**src/rtl/ws2812b_driver_if.sv**
```systemverilog
// Frame request bus between the mode machine and the WS2812B serializer.
// The mode machine owns go/regVal; the serializer reports busy/done.
interface ws2812b_driver_if #(
    parameter int NUM_LEDS = 8
);
    logic                    go;
    logic [12*NUM_LEDS-1:0]  regVal;
    logic                    busy;
    logic                    done;

    modport master (output go, output regVal, input busy, input done);
    modport slave  (input go, input regVal, output busy, output done);
endinterface

```
**src/rtl/ws2812b_driver.sv**
```systemverilog
// Serializes a 12-bit-per-LED frame into the WS2812B single-wire protocol,
// expanding each 4-bit channel to {n, 4'b0000}, G/R/B order, MSB first.
//
// state | meaning
// IDLE  | line low, waiting for go; captures regVal into the shadow register
// SEND  | serializing 24*NUM_LEDS bits, CLKS_BIT cycles each
// LATCH | line held low CLKS_LATCH cycles so the strip latches the frame
module ws2812b_driver #(
    parameter int CLKS_T0H   = 40,
    parameter int CLKS_T1H   = 80,
    parameter int CLKS_BIT   = 125,
    parameter int CLKS_LATCH = 5000,
    parameter int NUM_LEDS   = 8
) (
    input  logic                clk,
    input  logic                reset,
    ws2812b_driver_if.slave     ctrl,
    output logic                dataOut
);
    localparam int FRAME_W  = 12 * NUM_LEDS;
    localparam int NUM_BITS = 24 * NUM_LEDS;
    localparam int CNT_W    = (CLKS_BIT > 1)   ? $clog2(CLKS_BIT)   : 1;
    localparam int LAT_W    = (CLKS_LATCH > 1) ? $clog2(CLKS_LATCH) : 1;
    localparam int IDX_W    = (NUM_BITS > 1)   ? $clog2(NUM_BITS)   : 1;

    localparam logic [CNT_W-1:0] BIT_LAST   = CNT_W'(CLKS_BIT - 1);
    localparam logic [CNT_W-1:0] T0H_C      = CNT_W'(CLKS_T0H);
    localparam logic [CNT_W-1:0] T1H_C      = CNT_W'(CLKS_T1H);
    localparam logic [LAT_W-1:0] LATCH_LOAD = LAT_W'(CLKS_LATCH - 1);
    localparam logic [IDX_W-1:0] IDX_LAST   = IDX_W'(NUM_BITS - 1);

    localparam logic [1:0] IDLE  = 2'd0;
    localparam logic [1:0] SEND  = 2'd1;
    localparam logic [1:0] LATCH = 2'd2;

    logic [1:0]         state;
    logic [FRAME_W-1:0] shadow;
    logic [CNT_W-1:0]   bitCnt;
    logic [IDX_W-1:0]   bitIdx;
    logic [LAT_W-1:0]   latchCnt;
    logic               doneReg;

    logic [3:0]         nib;
    logic [1:0]         nibSel;
    logic               curBit;
    logic [CNT_W-1:0]   thCur;

    // The frame is divisible into whole bytes, so bitIdx[2:0] is the position
    // within the current byte: bits 0..3 carry the nibble, 4..7 are padding.
    // The shadow shifts one nibble per byte, so the live nibble is always on top.
    assign nib    = shadow[FRAME_W-1 -: 4];
    assign nibSel = ~bitIdx[1:0];
    assign curBit = ~bitIdx[2] & nib[nibSel];
    assign thCur  = curBit ? T1H_C : T0H_C;

    always_ff @(posedge clk) begin
        if (reset) begin
            state    <= IDLE;
            shadow   <= '0;
            bitCnt   <= '0;
            bitIdx   <= '0;
            latchCnt <= '0;
            dataOut  <= 1'b0;
            doneReg  <= 1'b0;
        end else begin
            doneReg <= 1'b0;
            case (state)
                IDLE: begin
                    dataOut <= 1'b0;
                    if (ctrl.go) begin
                        shadow <= ctrl.regVal;
                        bitCnt <= '0;
                        bitIdx <= '0;
                        state  <= SEND;
                    end
                end
                SEND: begin
                    // Output lags the counter by one flop so the pin is glitch-free.
                    dataOut <= (bitCnt < thCur);
                    if (bitCnt == BIT_LAST) begin
                        bitCnt <= '0;
                        if (bitIdx[2:0] == 3'd7) begin
                            shadow <= {shadow[FRAME_W-5:0], 4'b0000};
                        end
                        if (bitIdx == IDX_LAST) begin
                            latchCnt <= LATCH_LOAD;
                            state    <= LATCH;
                        end else begin
                            bitIdx <= bitIdx + 1'b1;
                        end
                    end else begin
                        bitCnt <= bitCnt + 1'b1;
                    end
                end
                LATCH: begin
                    dataOut <= 1'b0;
                    if (latchCnt == '0) begin
                        doneReg <= 1'b1;
                        state   <= IDLE;
                    end else begin
                        latchCnt <= latchCnt - 1'b1;
                    end
                end
                default: begin
                    dataOut <= 1'b0;
                    state   <= IDLE;
                end
            endcase
        end
    end

    assign ctrl.busy = (state != IDLE);
    assign ctrl.done = doneReg;
endmodule

```
**src/flat_wrapper.sv**
```systemverilog
// flat-port wrapper written by rule: the top's interface ports become plain ports
module ws2812b_driver_flat 
#(
    parameter int CLKS_T0H   = 40,
    parameter int CLKS_T1H   = 80,
    parameter int CLKS_BIT   = 125,
    parameter int CLKS_LATCH = 5000,
    parameter int NUM_LEDS   = 8
)
  (clk, reset, dataOut, ctrl_go, ctrl_regVal, ctrl_busy, ctrl_done);
  ws2812b_driver_if #(.NUM_LEDS(NUM_LEDS)) ctrl_i ();
  input  logic clk;
  input  logic reset;
  output logic dataOut;
  input wire logic [$bits(ctrl_i.go)-1:0] ctrl_go;
  input wire logic [$bits(ctrl_i.regVal)-1:0] ctrl_regVal;
  output wire logic [$bits(ctrl_i.busy)-1:0] ctrl_busy;
  output wire logic [$bits(ctrl_i.done)-1:0] ctrl_done;
  assign ctrl_i.go = ctrl_go;
  assign ctrl_i.regVal = ctrl_regVal;
  assign ctrl_busy = ctrl_i.busy;
  assign ctrl_done = ctrl_i.done;
  ws2812b_driver #(.CLKS_T0H(CLKS_T0H), .CLKS_T1H(CLKS_T1H), .CLKS_BIT(CLKS_BIT), .CLKS_LATCH(CLKS_LATCH), .NUM_LEDS(NUM_LEDS)) u_core (.clk(clk), .reset(reset), .ctrl(ctrl_i), .dataOut(dataOut));
endmodule
```
**config.mk**
```make
export PLATFORM = sky130hd
export DESIGN_NAME = ws2812b_driver_flat
export DESIGN_NICKNAME = d
export VERILOG_FILES = /design/src/rtl/ws2812b_driver_if.sv /design/src/rtl/ws2812b_driver.sv /design/src/flat_wrapper.sv
export SDC_FILE = /design/constraint.sdc
export NUM_CORES = 1
export LEC_CHECK = 0
export CAP_MARGIN = 5
export CORE_UTILIZATION = 55
export CTS_CLUSTER_DIAMETER = 100
export DETAILED_ROUTE_END_ITERATION = 16
export GPL_TIMING_DRIVEN = 0
export PLACE_DENSITY_LB_ADDON = 0.08
export SLEW_MARGIN = 20
export SYNTH_ARGS = -nofsm -noshare
export SYNTH_HDL_FRONTEND = slang
export SYNTH_SLANG_ARGS = --single-unit
```
**constraint.sdc**
```tcl
create_clock -name clk -period 3.55 [get_ports clk]
set_clock_uncertainty 0.05 [all_clocks]
set_input_delay 0.355 -clock clk [delete_from_list [all_inputs] [get_ports clk]]
set_output_delay 0.355 -clock clk [all_outputs]
set_load 0.03 [all_outputs]
```
# ---- Word-level counts from Yosys, hierarchy flattened
# Cells that the tools add are included.
dict set report word_totals {
  register_bits 128
  input_bits 99
  output_inout_bits 3
  word_cells 65
}
dict set report op_classes {
  n_addsub 3
  magnitude_cmp 2
  n_eq_ne 12
  muxes 24
  bitwise_logic 5
  n_reduce_logical 12
}
# op count
set op_table {}
lappend op_table {{$mux W96} 3}
lappend op_table {{$pmux W96 S2} 1}
lappend op_table {{$mux W13} 3}
lappend op_table {{$pmux W13 S2} 1}
lappend op_table {{$mux W8} 3}
lappend op_table {{$mux W7} 3}
lappend op_table {{$pmux W8 S2} 1}
lappend op_table {{$reduce_and A4 Y1} 4}
lappend op_table {{$pmux W7 S2} 1}
lappend op_table {{$logic_not A13 Y1} 1}
lappend op_table {{$sub A13 B1 Y13 const B} 1}
lappend op_table {{$add A8 B1 Y8 const B} 1}
lappend op_table {{$eq A8 B8 Y1 const B} 1}
lappend op_table {{$mux W2} 4}
lappend op_table {{$ne A2 B1 Y1 const B} 4}
lappend op_table {{$add A7 B1 Y7 const B} 1}
lappend op_table {{$eq A7 B7 Y1 const B} 1}
lappend op_table {{$lt A7 B7 Y1} 1}
lappend op_table {{$ne A2 B2 Y1 const B} 3}
lappend op_table {{$pmux W2 S3} 1}
lappend op_table {{$reduce_bool A2 Y1} 3}
lappend op_table {{$reduce_or A2 Y1} 2}
lappend op_table {{$eq A3 B3 Y1 const B} 1}
lappend op_table {{$lt A2 B3 Y1 const B} 1}
lappend op_table {{other kinds (9)} 12}

# ---- Logic depth before layout (Yosys ltp)
dict set report depth {
  depth_word 6
  ltp_mapped 9
  depth_no_buf 7
}

# ---- Worst setup path before layout
# OpenSTA, ideal clock, no wires.
dict set report synth_path {
  kind {reg2reg}
  startpoint {register u_core.latchCnt[0]}
  endpoint {register u_core.latchCnt[8]}
  setup_time_ns 0.132
  arrival_ns 1.762
  slack_ns 1.606
  stages_incl_launch_ff 8
  path_buffers 0
  period_less_slack_ns 1.944
  path_cell_list {dfxtp_1 -> inv_1 -> ha_1 -> or4b_2 -> nor4_4 -> nor3_1 -> xnor2_1 -> a21oi_1}
}
dict set report synth_via {
  elab_chain_len 3
  elab_cells_between_ends 6
}
# item line_no
set synth_lines {}
lappend synth_lines {{start: declaration} ws2812b_driver.sv:40} ;# logic [LAT_W-1:0] latchCnt;
lappend synth_lines {{start signal: assignment} ws2812b_driver.sv:101} ;# latchCnt <= latchCnt - 1'b1;
lappend synth_lines {{$sub A13 B1 Y13 / $logic_not A13 Y1 (equally long branches)} {ws2812b_driver.sv:101, ws2812b_driver.sv:97}}
lappend synth_lines {{$mux W13 / $ne A2 B2 Y1 (equally long branches)} -}
lappend synth_lines {{$pmux W13 S2 / $reduce_and A4 Y1 (equally long branches)} -}
# Parallel ways exist; a longest one is shown, timed or not. The select of a mux whose other input is x is not followed.
# A chain may end at the register's enable or synchronous reset.

# ---- Worst setup path after layout
dict set report layout_path {
  startpoint {register u_core.bitIdx[1]}
  endpoint {register u_core.shadow[75]}
}
dict set report layout_via {
  elab_chain_len 3
}
# item line_no
set layout_lines {}
lappend layout_lines {{start: declaration} ws2812b_driver.sv:39} ;# logic [IDX_W-1:0] bitIdx;
lappend layout_lines {{start signal: assignment} ws2812b_driver.sv:89} ;# bitIdx <= bitIdx + 1'b1;
lappend layout_lines {{$eq A3 B3 Y1} ws2812b_driver.sv:82} ;# if (bitIdx[2:0] == 3'd7) begin
lappend layout_lines {{$ne A2 B1 Y1 (no line)} -}
lappend layout_lines {{$reduce_and A4 Y1 (no line)} -}
lappend layout_lines {{end signal: assignment} ws2812b_driver.sv:71} ;# shadow <= ctrl.regVal;
lappend layout_lines {{end signal: assignment} ws2812b_driver.sv:83} ;# shadow <= {shadow[FRAME_W-5:0], 4'b0000};
lappend layout_lines {{end: declaration} ws2812b_driver.sv:37} ;# logic [FRAME_W-1:0] shadow;
# Every way passes these cells.

==> impl_metrics.env <==
export IMPL_finalCritPeriodShare=0.667
export IMPL_grt_pass1_wl_um=25100
export IMPL_post_cts_repair_setup_buffers=0
export IMPL_initial_utilization=0.577
export IMPL_period_needed_ps=2370
export IMPL_synth_seq_area_share=0.448
export IMPL_r2r_end="u_core.shadow[75]"
export IMPL_area_growth_pct=31.4
export IMPL_place_detailed_hpwl_um=10600
export IMPL_io_pin_count=102
export IMPL_synth_lib_cells_used_distinct=38
export IMPL_min_path_type="in -> reg"
export IMPL_synthCells=721
export IMPL_clkPwrFrac=0.459
export IMPL_status="complete, no violations"
export IMPL_die_h_um=104
export IMPL_cp_end_kind="flop"
export IMPL_crit_end="u_core.shadow[75]"
export IMPL_setup_violations=0
export IMPL_dp_slack_ps=1240
export IMPL_synth_area_um2=5710
export IMPL_fin_ws_ps=1180
export IMPL_port_buffers=101
export IMPL_ant_nets=0
export IMPL_die_w_um=104
export IMPL_viasPerCell=5.73
export IMPL_setup_tns_ps=0
export IMPL_cts_buffers=17
export IMPL_dr_pass1_iters=5
export IMPL_worst_pin_slew_ps=681
export IMPL_max_freq_mhz=422
export IMPL_routed_wl_um=15400
export IMPL_ys_ff_latch=128
export IMPL_rr_startpoint="u_core.bitIdx[1]"
export IMPL_drt_iter0_drc=380
export IMPL_p_comb_frac=0.132
export IMPL_cts_htree_levels=4
export IMPL_dpl_cell_area_um2=6890
export IMPL_cts_resized=0
export IMPL_place_inst=955
export IMPL_wl_per_cell_um=15.6
export IMPL_syn_nets=829
export IMPL_drc_errors=0
export IMPL_report_final_slew_viol_count=0
export IMPL_grt_overflow=0
export IMPL_critical_path_class="reg -> reg"
export IMPL_grt_pass1_vias=5556
export IMPL_final_cell_area_um2=7510
export IMPL_maxCapViolations=0
export IMPL_seqPwrFrac=0.408
export IMPL_reg2regPathDepth=9
export IMPL_hold_viol=0
export IMPL_cts_sinks=128
export IMPL_worstPathArrival_ps=2720
export IMPL_coreArea_um2=9910
export IMPL_antenna_found_initial=0
export IMPL_antenna_cells=0
export IMPL_syn_avg_cell_area_um2=7.93
export IMPL_gr_usage_all_layers=0.288
export IMPL_crit_fanout=10
export IMPL_fin_cells=986
export IMPL_cts_tree="yes"
export IMPL_grt_max_degree=17
export IMPL_row_count=36
export IMPL_leakagePower_nw=2.81
export IMPL_ys_warnings_count=0
export IMPL_ir_drop_mv=0.407
export IMPL_die_area_um2=10800
export IMPL_gp_congestion=0.841
export IMPL_finalNetCount=949
export IMPL_drive_gt1_frac=0.0774
export IMPL_clk_pin_slew_ps=60
export IMPL_clockBufferDepth=2
export IMPL_cts_root_buf="clkbuf_8"
export IMPL_clk_latency_ps=510
export IMPL_cell_internal_pwr_mw=2.94
export IMPL_crit_required_ps=3910
export IMPL_power_density_nw_per_um2=524
export IMPL_switchingPower_mw=0.994
export IMPL_startpoint_type="flop"
export IMPL_via_count=5650
export IMPL_crit_start="u_core.bitIdx[1]"
export IMPL_holdBufCountCts=0
export IMPL_relSlewSlack=0.546
export IMPL_swShare=0.253
export IMPL_rsz0062_at_grt="no"
export IMPL_reg2reg_setup_slack_ps=1180
==> cells in the mapped netlist <==
library cell | instances | area share
nand2_1 | 191 | 0.13
dfxtp_1 | 128 | 0.45
nor2_1 | 123 | 0.081
a311oi_1 | 93 | 0.14
clkbuf_1 | 32 | 0.021
buf_2 | 15 | 0.013
nor3_1 | 13 | 0.011
xnor2_1 | 13 | 0.020
a21oi_1 | 12 | 0.011
inv_1 | 10 | 0.0066
ha_1 | 9 | 0.020
nand3_1 | 9 | 0.0079
o21ai_0 | 9 | 0.0079
buf_4 | 8 | 0.011
or3_1 | 8 | 0.0088
nand2b_1 | 5 | 0.0055
a211oi_1 | 4 | 0.0053
a22oi_1 | 4 | 0.0053
nor4_1 | 4 | 0.0044
and3_1 | 3 | 0.0033
nor2b_1 | 3 | 0.0033
buf_1 | 2 | 0.0013
mux2i_1 | 2 | 0.0035
nand4_1 | 2 | 0.0022
nor2_2 | 2 | 0.0022
o21ba_2 | 2 | 0.0035
or2_2 | 2 | 0.0022
or3_2 | 2 | 0.0026
xor2_1 | 2 | 0.0031
a31oi_1 | 1 | 0.0011
mux4_2 | 1 | 0.0039
nor3b_1 | 1 | 0.0013
nor4_4 | 1 | 0.0037
nor4b_1 | 1 | 0.0015
o211ai_1 | 1 | 0.0013
o21bai_1 | 1 | 0.0013
or4_4 | 1 | 0.0020
or4b_2 | 1 | 0.0018
==> how the worst min path moves through the flow <==
stage	from	endpoint	slack, ps	depth (start not counted)
after detailed placement	u_core.shadow[29]	u_core.shadow[33]	420	2
final	ctrl_regVal[73]	u_core.shadow[73]	360	3
after CTS	ctrl_regVal[73]	u_core.shadow[73]	350	3
after floorplan	u_core.bitIdx[7]	u_core.bitIdx[7]	400	2
after global routing	ctrl_regVal[65]	u_core.shadow[65]	360	3
after global placement	u_core.shadow[89]	u_core.shadow[93]	410	2
==> logic make-up after synthesis <==
kind of cell / Yosys count / synth area share
flip-flops: 128 / 0.448
multiplexers: 3 / 0.00744
AND/OR/NAND/NOR: 372 / 0.270
buffers and inverters: 67 / 0.0526
adder cells (fa/ha/maj): 9 / 0.0197
XOR/XNOR: 15 / 0.0230
AO/OA/AOI/OAI: 127 / 0.179
==> layout by cell type, fill, tap and decap left out, types with 2 or more instances in the layout <==
cell type,netlist,layout
a211oi_1,4,4
a21oi_1,12,12
a22oi_1,4,4
a311oi_1,93,93
and3_1,3,3
buf_1,2,2
buf_2,15,15
buf_4,8,8
bufinv_16,0,4
clkbuf_1,32,32
clkbuf_16,0,16
clkbuf_8,0,2
clkdlybuf4s50_1,0,101
clkinv_2,0,3
clkinv_4,0,4
dfxtp_1,128,128
ha_1,9,9
inv_1,10,10
mux2i_1,2,2
nand2_1,191,191
nand2b_1,5,5
nand3_1,9,9
nand4_1,2,2
nor2_1,123,123
nor2_2,2,2
nor2b_1,3,3
nor3_1,13,13
nor4_1,4,4
o21ai_0,9,9
o21ba_2,2,2
or2_2,2,2
or3_1,8,8
or3_2,2,2
xnor2_1,13,13
xor2_1,2,2
==> layer usage <==
layer,vias to the layer above,global-route usage,wire length [µm]
met4,0,0.128,357
met5,-,0,0
met3,31,0.0652,864
met2,215,0.488,7530
li1,2756,-,-
met1,2648,0.350,6620
==> final cells by class <==
class | count | area, µm²
buffer | 57 | 263
clock buffer | 18 | 428
clock inverter | 13 | 186
fill | 732 | 2400
inverter | 10 | 37.5
multi-input combinational | 526 | 2850
sequential | 128 | 2560
tap | 133 | 166
timing repair buffer | 101 | 1010
==> power by group through the flow <==
stage	Combinational [mW]	Sequential, mW	Clock, mW
final	0.520	1.61	1.81
after global routing	0.572	1.62	1.89
after CTS	0.517	1.60	1.82
after detailed placement	0.509	1.63	0
after global placement	0.493	1.63	0
after floorplan	0.310	1.61	0
==> flip-flops by register name (all words and copies together), names as in the netlist <==
register          count
u_core.latchCnt      13
u_core.state          2
u_core.shadow        96
u_core.bitCnt         7
u_core.ctrl.done      1
u_core.bitIdx         8
u_core.dataOut        1
==> per-stage QoR <==
stage	hold WS [ps]	utilization	power (mW)
floorplan	404	-	1.92
global placement	412	0.695	2.12
detailed placement	420	0.695	2.14
CTS	346	0.757	3.94
global route	361	0.757	4.08
finish	364	0.757	3.93
==> critical path, cell delays in order (launching register included) <==
cell and delay, ps:
dfxtp_1 410, ha_1 280, ha_1 170, nand2_1 60, nor4_1 290, o21ba_2 250, buf_4 210, buf_4 190
nor2_1 50, a311oi_1 300
No activity file was read; power rests on OpenSTA's default activity.
